==> config.mk <==
export PLATFORM = sky130hd
export DESIGN_NAME = chunked_serial_adder
export DESIGN_NICKNAME = d
export VERILOG_FILES = /design/src/rtl/chunked_serial_adder.sv
export SDC_FILE = /design/constraint.sdc
export NUM_CORES = 1
export LEC_CHECK = 0
export BUFFER_PORTS_ARGS = -buffer_cell sky130_fd_sc_hd__buf_4
export CAP_MARGIN = 20
export CELL_PAD_IN_SITES_DETAIL_PLACEMENT = 0
export CELL_PAD_IN_SITES_GLOBAL_PLACEMENT = 1
export CORE_UTILIZATION = 30
export CTS_BUF_LIST = sky130_fd_sc_hd__clkbuf_16
export DETAILED_ROUTE_END_ITERATION = 10
export PLACE_DENSITY = 0.72
export SLEW_MARGIN = 20
export SYNTH_ARGS = -nofsm -noshare
export SYNTH_HDL_FRONTEND = slang
export SYNTH_SLANG_ARGS = --single-unit
export TNS_END_PERCENT = 100
==> constraint.sdc <==
create_clock -name clk -period 1.9 [get_ports clk]
set_input_delay 0.285 -clock clk [delete_from_list [all_inputs] [get_ports clk]]
set_output_delay 0.285 -clock clk [all_outputs]
set_load 0.01 [all_outputs]
==> src/rtl/chunked_serial_adder.sv <==
// chunked_serial_adder
// Multi-cycle adder/subtractor for WIDTH-bit operands. Each CALC cycle adds one
// CHUNK-bit slice (LSB slice first) and keeps the carry in a register between
// slices. Operands and results use valid/ready handshakes. Only one operation
// is in flight at a time.
module chunked_serial_adder #(
    parameter int WIDTH = 16,
    parameter int CHUNK = 4
) (
    input  logic             clk,
    input  logic             rst_n,
    input  logic             in_valid,
    output logic             in_ready,
    input  logic [WIDTH-1:0] a,
    input  logic [WIDTH-1:0] b,
    input  logic             sub,
    input  logic             cin,
    output logic             out_valid,
    input  logic             out_ready,
    output logic [WIDTH-1:0] sum,
    output logic             cout,
    output logic             ovf
);

    localparam int N  = WIDTH / CHUNK;
    localparam int CW = (N > 1) ? $clog2(N) : 1;

    localparam logic [1:0] IDLE = 2'd0;
    localparam logic [1:0] CALC = 2'd1;
    localparam logic [1:0] DONE = 2'd2;

    if ((WIDTH < 1) || (CHUNK < 1) || (CHUNK > WIDTH) || ((WIDTH % CHUNK) != 0)) begin : g_bad_params
        $error("chunked_serial_adder: WIDTH must be a positive multiple of CHUNK");
    end

    logic [1:0]       state_q, state_d;
    logic [WIDTH-1:0] a_q, a_d;
    logic [WIDTH-1:0] b_q, b_d;
    logic [WIDTH-1:0] res_q, res_d;
    logic             carry_q, carry_d;
    logic [CW-1:0]    cnt_q, cnt_d;
    logic             a_msb_q, a_msb_d;
    logic             b_msb_q, b_msb_d;
    logic [WIDTH-1:0] sum_q, sum_d;
    logic             cout_q, cout_d;
    logic             ovf_q, ovf_d;

    logic [CHUNK:0]   chunk_sum;
    logic [WIDTH-1:0] res_shift;
    logic [WIDTH-1:0] b_eff;

    // Slice adder and the result register with the new slice shifted in at the top
    always_comb begin
        chunk_sum = {1'b0, a_q[CHUNK-1:0]} + {1'b0, b_q[CHUNK-1:0]} + {{CHUNK{1'b0}}, carry_q};
        res_shift = (res_q >> CHUNK) | (WIDTH'(chunk_sum[CHUNK-1:0]) << (WIDTH - CHUNK));
        b_eff     = sub ? ~b : b;
    end

    // Handshake FSM and datapath next-state
    always_comb begin
        state_d = state_q;
        a_d     = a_q;
        b_d     = b_q;
        res_d   = res_q;
        carry_d = carry_q;
        cnt_d   = cnt_q;
        a_msb_d = a_msb_q;
        b_msb_d = b_msb_q;
        sum_d   = sum_q;
        cout_d  = cout_q;
        ovf_d   = ovf_q;
        case (state_q)
            IDLE: begin
                if (in_valid) begin
                    state_d = CALC;
                    a_d     = a;
                    b_d     = b_eff;
                    carry_d = sub | cin;
                    cnt_d   = '0;
                    a_msb_d = a[WIDTH-1];
                    b_msb_d = b_eff[WIDTH-1];
                end
            end
            CALC: begin
                a_d     = a_q >> CHUNK;
                b_d     = b_q >> CHUNK;
                res_d   = res_shift;
                carry_d = chunk_sum[CHUNK];
                cnt_d   = cnt_q + CW'(1);
                if (cnt_q == CW'(N - 1)) begin
                    state_d = DONE;
                    sum_d   = res_shift;
                    cout_d  = chunk_sum[CHUNK];
                    ovf_d   = (a_msb_q == b_msb_q) && (res_shift[WIDTH-1] != a_msb_q);
                end
            end
            DONE: begin
                if (out_ready) begin
                    state_d = IDLE;
                end
            end
            default: begin
                state_d = IDLE;
            end
        endcase
    end

    // State registers with synchronous active-low reset
    always_ff @(posedge clk) begin
        if (!rst_n) begin
            state_q <= IDLE;
            a_q     <= '0;
            b_q     <= '0;
            res_q   <= '0;
            carry_q <= 1'b0;
            cnt_q   <= '0;
            a_msb_q <= 1'b0;
            b_msb_q <= 1'b0;
            sum_q   <= '0;
            cout_q  <= 1'b0;
            ovf_q   <= 1'b0;
        end else begin
            state_q <= state_d;
            a_q     <= a_d;
            b_q     <= b_d;
            res_q   <= res_d;
            carry_q <= carry_d;
            cnt_q   <= cnt_d;
            a_msb_q <= a_msb_d;
            b_msb_q <= b_msb_d;
            sum_q   <= sum_d;
            cout_q  <= cout_d;
            ovf_q   <= ovf_d;
        end
    end

    assign in_ready  = (state_q == IDLE);
    assign out_valid = (state_q == DONE);
    assign sum       = sum_q;
    assign cout      = cout_q;
    assign ovf       = ovf_q;

endmodule

* Yosys cells after proc, flatten, opt, wreduce, memory -nomap -nowiden
Cells that the tools add are included.
** Storage, ports and cells
- Register bits :: 73
- Input port bits :: 38
** Operators by class
- $add $sub $neg :: 3
- Equality and inequality tests :: 8
- Mux-type cells :: 13
- Bitwise gates (word level) :: 3
- Reduce and logical (&&, ||, !) cells :: 7
** Operators with widths (number)
- 16-bit one-hot mux with 2 select lines :: 2
- 16-bit two-way mux :: 3
- 16-bit inverter :: 1
- 12-bit by 16-bit OR with 16-bit output :: 1
- 2-bit two-way mux :: 4
- 2-bit one-hot mux with 3 select lines :: 1
- 2-bit AND reduction :: 3
- 4-bit by 4-bit adder with 5-bit output :: 1
- 5-bit by 1-bit adder with 5-bit output :: 1
- 2-bit equality test, second input constant :: 2
- 2-bit inequality test, second input constant :: 2
- 2-bit one-hot mux with 2 select lines :: 1
- 3-bit AND reduction :: 1
- 2-bit by 1-bit adder with 2-bit output, second input constant :: 1
- 2-bit by 1-bit equality test with 1-bit output, second input constant :: 1
- 2-bit logical NOT :: 1
- 2-bit by 1-bit inequality test with 1-bit output, second input constant :: 1
- 1-bit one-hot mux with 2 select lines :: 1
- 2-bit nonzero test :: 1
- 1-bit equality test :: 1
- 1-bit logical AND :: 1
- 1-bit two-way mux :: 1
- 1-bit inequality test :: 1
- 1-bit OR :: 1

* Logic depth before layout (Yosys ltp)
- Depth in word-level cells :: 5
- Depth in mapped cells :: 7
- Mapped depth without buffers :: 7

* Worst setup path after synthesis
No wires, ideal clock.
- Path type :: flip-flop to flip-flop
- From :: reg a_q[0]
- To :: reg ovf_q, in the netlist ovf
- Arrival time :: 1.509 ns
- Setup slack :: 0.317 ns
- Cell stages (with the launch flop) :: 6
- Period minus slack after synthesis :: 1.583 ns
- Cell sequence :: dfxtp_1 -> fa_1 -> nand3_1 -> a21oi_1 -> or4_1 -> a31oi_1
** Between the ends
- Cells in the longest elaborated chain, start to end :: 5
** RTL lines
- start: declaration :: line 37 : logic [WIDTH-1:0] a_q, a_d;
- start signal: assignment :: line 112 : a_q <= '0;
- start signal: assignment :: line 124 : a_q <= a_d;
- 4-bit by 4-bit adder with 5-bit output :: line 54 : chunk_sum = {1'b0, a_q[CHUNK-1:0]} + {1'b0, b_q[CHUNK-1:0]} + {{CHUNK{1'b0}}, carry_q};
- 5-bit by 1-bit adder with 5-bit output :: line 54
- 12-bit by 16-bit OR with 16-bit output :: line 55 : res_shift = (res_q >> CHUNK) | (WIDTH'(chunk_sum[CHUNK-1:0]) << (WIDTH - CHUNK));
- 1-bit inequality test :: line 94 : ovf_d = (a_msb_q == b_msb_q) && (res_shift[WIDTH-1] != a_msb_q);
- 1-bit logical AND :: line 94
- end signal: assignment :: line 133 : ovf_q <= ovf_d;
- end: declaration :: line 46 : logic ovf_q, ovf_d;
Every way passes these cells.
A chain may end at the register's enable or synchronous reset.

* Worst setup path after layout
- From :: reg a_q[2]
- To :: reg ovf_q, in the netlist ovf
The elaborated chain is that of the path after synthesis.

==> flow_metrics.py <==
metrics = {
    "synthesis": {
        "synth_area_per_cell_um2": 8.39,
        "synth_top_area_share_pct": 45.0,
        "mappedNetlistNets": 410,
        "syn_inst": 366,
        "seq_area_frac_synth_pct": 45.0,
        "ys_seq_elements": 69,
        "yosys.area.top_type": "dfxtp_1",
        "ys.warnings.count": 0,
        "synthTopCellsByArea": "dfxtp_1 45%, nand2_1 11%, a21oi_1 5.7%",
        "yosysUniqueCellTypes": 36,
        "synth_area_mm2": 0.00307,
    },
    "global_route": {
        "grtUsageMet2_pct": 23.3,
        "grt_pass1_wl_um": 11700,
        "grt_util_all_layers_pct": 14.5,
        "grt-busiest-layer": "met2",
        "grt_pass1_vias": 2393,
        "met1_usage_pct": 18.8,
        "antenna_found_initial": 0,
        "grt_max_degree": 28,
        "grtUsageMet3_pct": 3.80,
        "overflow": 0,
    },
    "sta": {
        "relSlewSlack_pct": 47.3,
        "rsz0062_at_grt": "no",
        "fin_setup_tns_ps": 0,
        "period_minus_slack_ps": 1720,
        "setup_violations": 0,
        "finalMaxSlewViolations": 0,
        "clock.fmax_mhz": 581,
        "finalHoldViolCount": 0,
        "clock_skew_ps": 9.41,
        "worstMarginPinSlew_ps": 790,
        "period_share_pct": 90.6,
    },
    "die": {
        "core_area_mm2": 0.00986,
        "io_pins": 58,
        "die_area_mm2": 0.0106,
        "die_x_um": 103,
        "rows": 36,
        "initial_core_util_pct": 31.1,
        "die_h_um": 103,
    },
    "setup_path": {
        "critPathBufInv": 0,
        "critPathArrivalTime_ps": 1980,
        "worstPathCellList": "ha_1 > a21oi_1 > a21oi_1 > or4_1 > a31oi_1",
        "crit_family": "compound AO/OA/AOI/OAI gates",
        "cp_slowest_cell": "or4_1",
        "cpPeakStageDelay_ps": 470,
        "cp-end-kind": "flop",
        "critPathMostFrequentCell": "a21oi_1",
        "reg2reg_depth": 5,
        "path_depth": 5,
        "crit_type": "reg -> reg",
        "startpoint_type": "flop",
        "worstPathRequired_ps": 2160,
        "crit_path_max_fanout": 4,
    },
    "place": {
        "place_area_mm2": 0.00359,
        "dp_hpwl_um": 4860,
        "port_buffers": 57,
        "routabilityCongestion": 0.800,
    },
    "clocking": {
        "clk_latency_ps": 330,
        "cts_inserted_buffers": 9,
        "clock_sinks": 69,
        "path_clk_slew_ps": 60,
        "cts-root-buf": "clkbuf_16",
        "clockBufferDepth": 2,
        "cts_tree": "built",
        "holdBufCountCts": 0,
        "cts_resized": 0,
        "post_cts_buffers": 0,
        "cts-htree-levels": 3,
    },
    "routing": {
        "drt-initial-drc-count": 92,
        "vias": 2608,
        "drtAntennaViolNets": 0,
        "drc": 0,
        "drt_wl_total_um": 6960,
        "via_per_inst": 4.70,
        "firstDrtPassIters": 4,
        "wire_per_inst_um": 12.5,
    },
    "run_status": {
        "status": "completed",
    },
    "layout": {
        "final_cell_mix": "94 x nand2_1, 69 x dfxtp_1, 69 x buf_4",
        "fin_nets": 461,
        "nFillCells": 1015,
        "layout_commonest_cell": "nand2_1",
        "area_growth_pct": 26.9,
        "antenna_cells": 0,
        "drive_above_1_share_pct": 23.2,
        "design_area_mm2": 0.00390,
        "fin_util_pct": 39.5,
    },
    "worst_hold_path": {
        "worstHoldPathCells": 3,
        "worstHoldPathType": "in -> reg",
    },
    "power": {
        "p_per_area_mw_per_mm2": 959,
        "power_leakage_nw": 1.53,
        "ir_drop_v": 0.000415,
    },
    "flow_run": {
        "maxCapViolations": 0,
    },
}
==> Yosys cell counts (all sizes together) <==
cell,instances
nand2,95
dfxtp,69
a21oi,35
nor2,26
clkbuf,16
a22oi,15
o21ai,14
xor2,14
a311oi,13
and2,13
buf,13
inv,6
nand3,6
a211oi,4
ha,4
nor2b,4
xnor2,3
fa,2
nand2b,2
o31ai,2
a31oi,1
and3,1
nor3b,1
o211ai,1
o21a,1
o21bai,1
o22ai,1
or2,1
or3b,1
or4,1
==> path summary, 6_finish.rpt <==
kind,endpoint,slack [ps],from
hold reg to reg,sum[0]$_SDFFE_PN0P_,450,res_q[4]$_SDFFE_PN0N_
hold / removal,a_q[12]$_SDFFE_PN0P_,210,a[12]
setup reg to reg,ovf$_SDFFE_PN0P_,180,a_q[2]$_SDFFE_PN0P_
setup / recovery,ovf$_SDFFE_PN0P_,180,a_q[2]$_SDFFE_PN0P_
==> sequential cells by signal, indices dropped and copies added (netlist names) <==
| signal | cells |
|---|---|
| a_msb_q | 1 |
| a_q | 16 |
| b_msb_q | 1 |
| b_q | 16 |
| carry_q | 1 |
| cnt_q | 2 |
| cout | 1 |
| ovf | 1 |
| res_q | 12 |
| state_q | 2 |
| sum | 16 |
==> worst min-delay path: cells and delay by family <==
kind                   cells  cell delay (ps)
AO/OA/AOI/OAI              1               60
buffers and inverters      1               80
AND/OR/NAND/NOR            1               80
==> stage by stage <==
stage / power [mW] / setup WS [ps] / std cells / hold slack (ps)
2_1_floorplan: 1.93 / 317 / 366 / 432
3_3_place_gp: 2.07 / 243 / 539 / 444
3_5_place_dp: 2.08 / 187 / 539 / 448
4_1_cts: 3.78 / 177 / 555 / 203
5_1_grt: 3.91 / 36.5 / 555 / 217
6_report: 3.74 / 178 / 555 / 213
==> logic make-up (layout without fill, tap and decap cells) <==
| group | count (synthesis) | after routing | synth area share (%) |
|---|---|---|---|
| buffers and inverters | 35 | 91 | 6.15 |
| adder cells (fa/ha/maj) | 6 | 6 | 2.93 |
| AND/OR/NAND/NOR | 151 | 151 | 21.4 |
| XOR/XNOR | 17 | 17 | 4.85 |
| AO/OA/AOI/OAI | 88 | 88 | 19.7 |
| flip-flops | 69 | 69 | 45.0 |
==> metal layers <==
metal  vias up  part of all wire (%)
li1       1336                     -
met1      1197                    49
met2        66                    45
met3         9                   4.4
met4         0                   1.4
met5         -                     0
==> area by class of cell <==
type                            instances  area (µm²)  share of cell area, %
Timing Repair Buffer                   69         518                   13.3
Multi-Input combinational cell        262        1500                   38.6
Sequential cell                        69        1380                   35.5
Tap cell                              133         166                   4.27
Inverter                                6        22.5                  0.578
Clock inverter                          7        80.1                   2.06
Clock buffer                            9         225                   5.78
==> report_power, final <==
part           switching (mW)  total [mW]  internal [mW]  leakage, nW
Combinational           0.258       0.466          0.209        0.824
Clock                   0.662        1.69           1.03        0.143
Sequential             0.0498        1.58           1.53        0.563
Note: power is estimated with default switching activity, not from simulation.
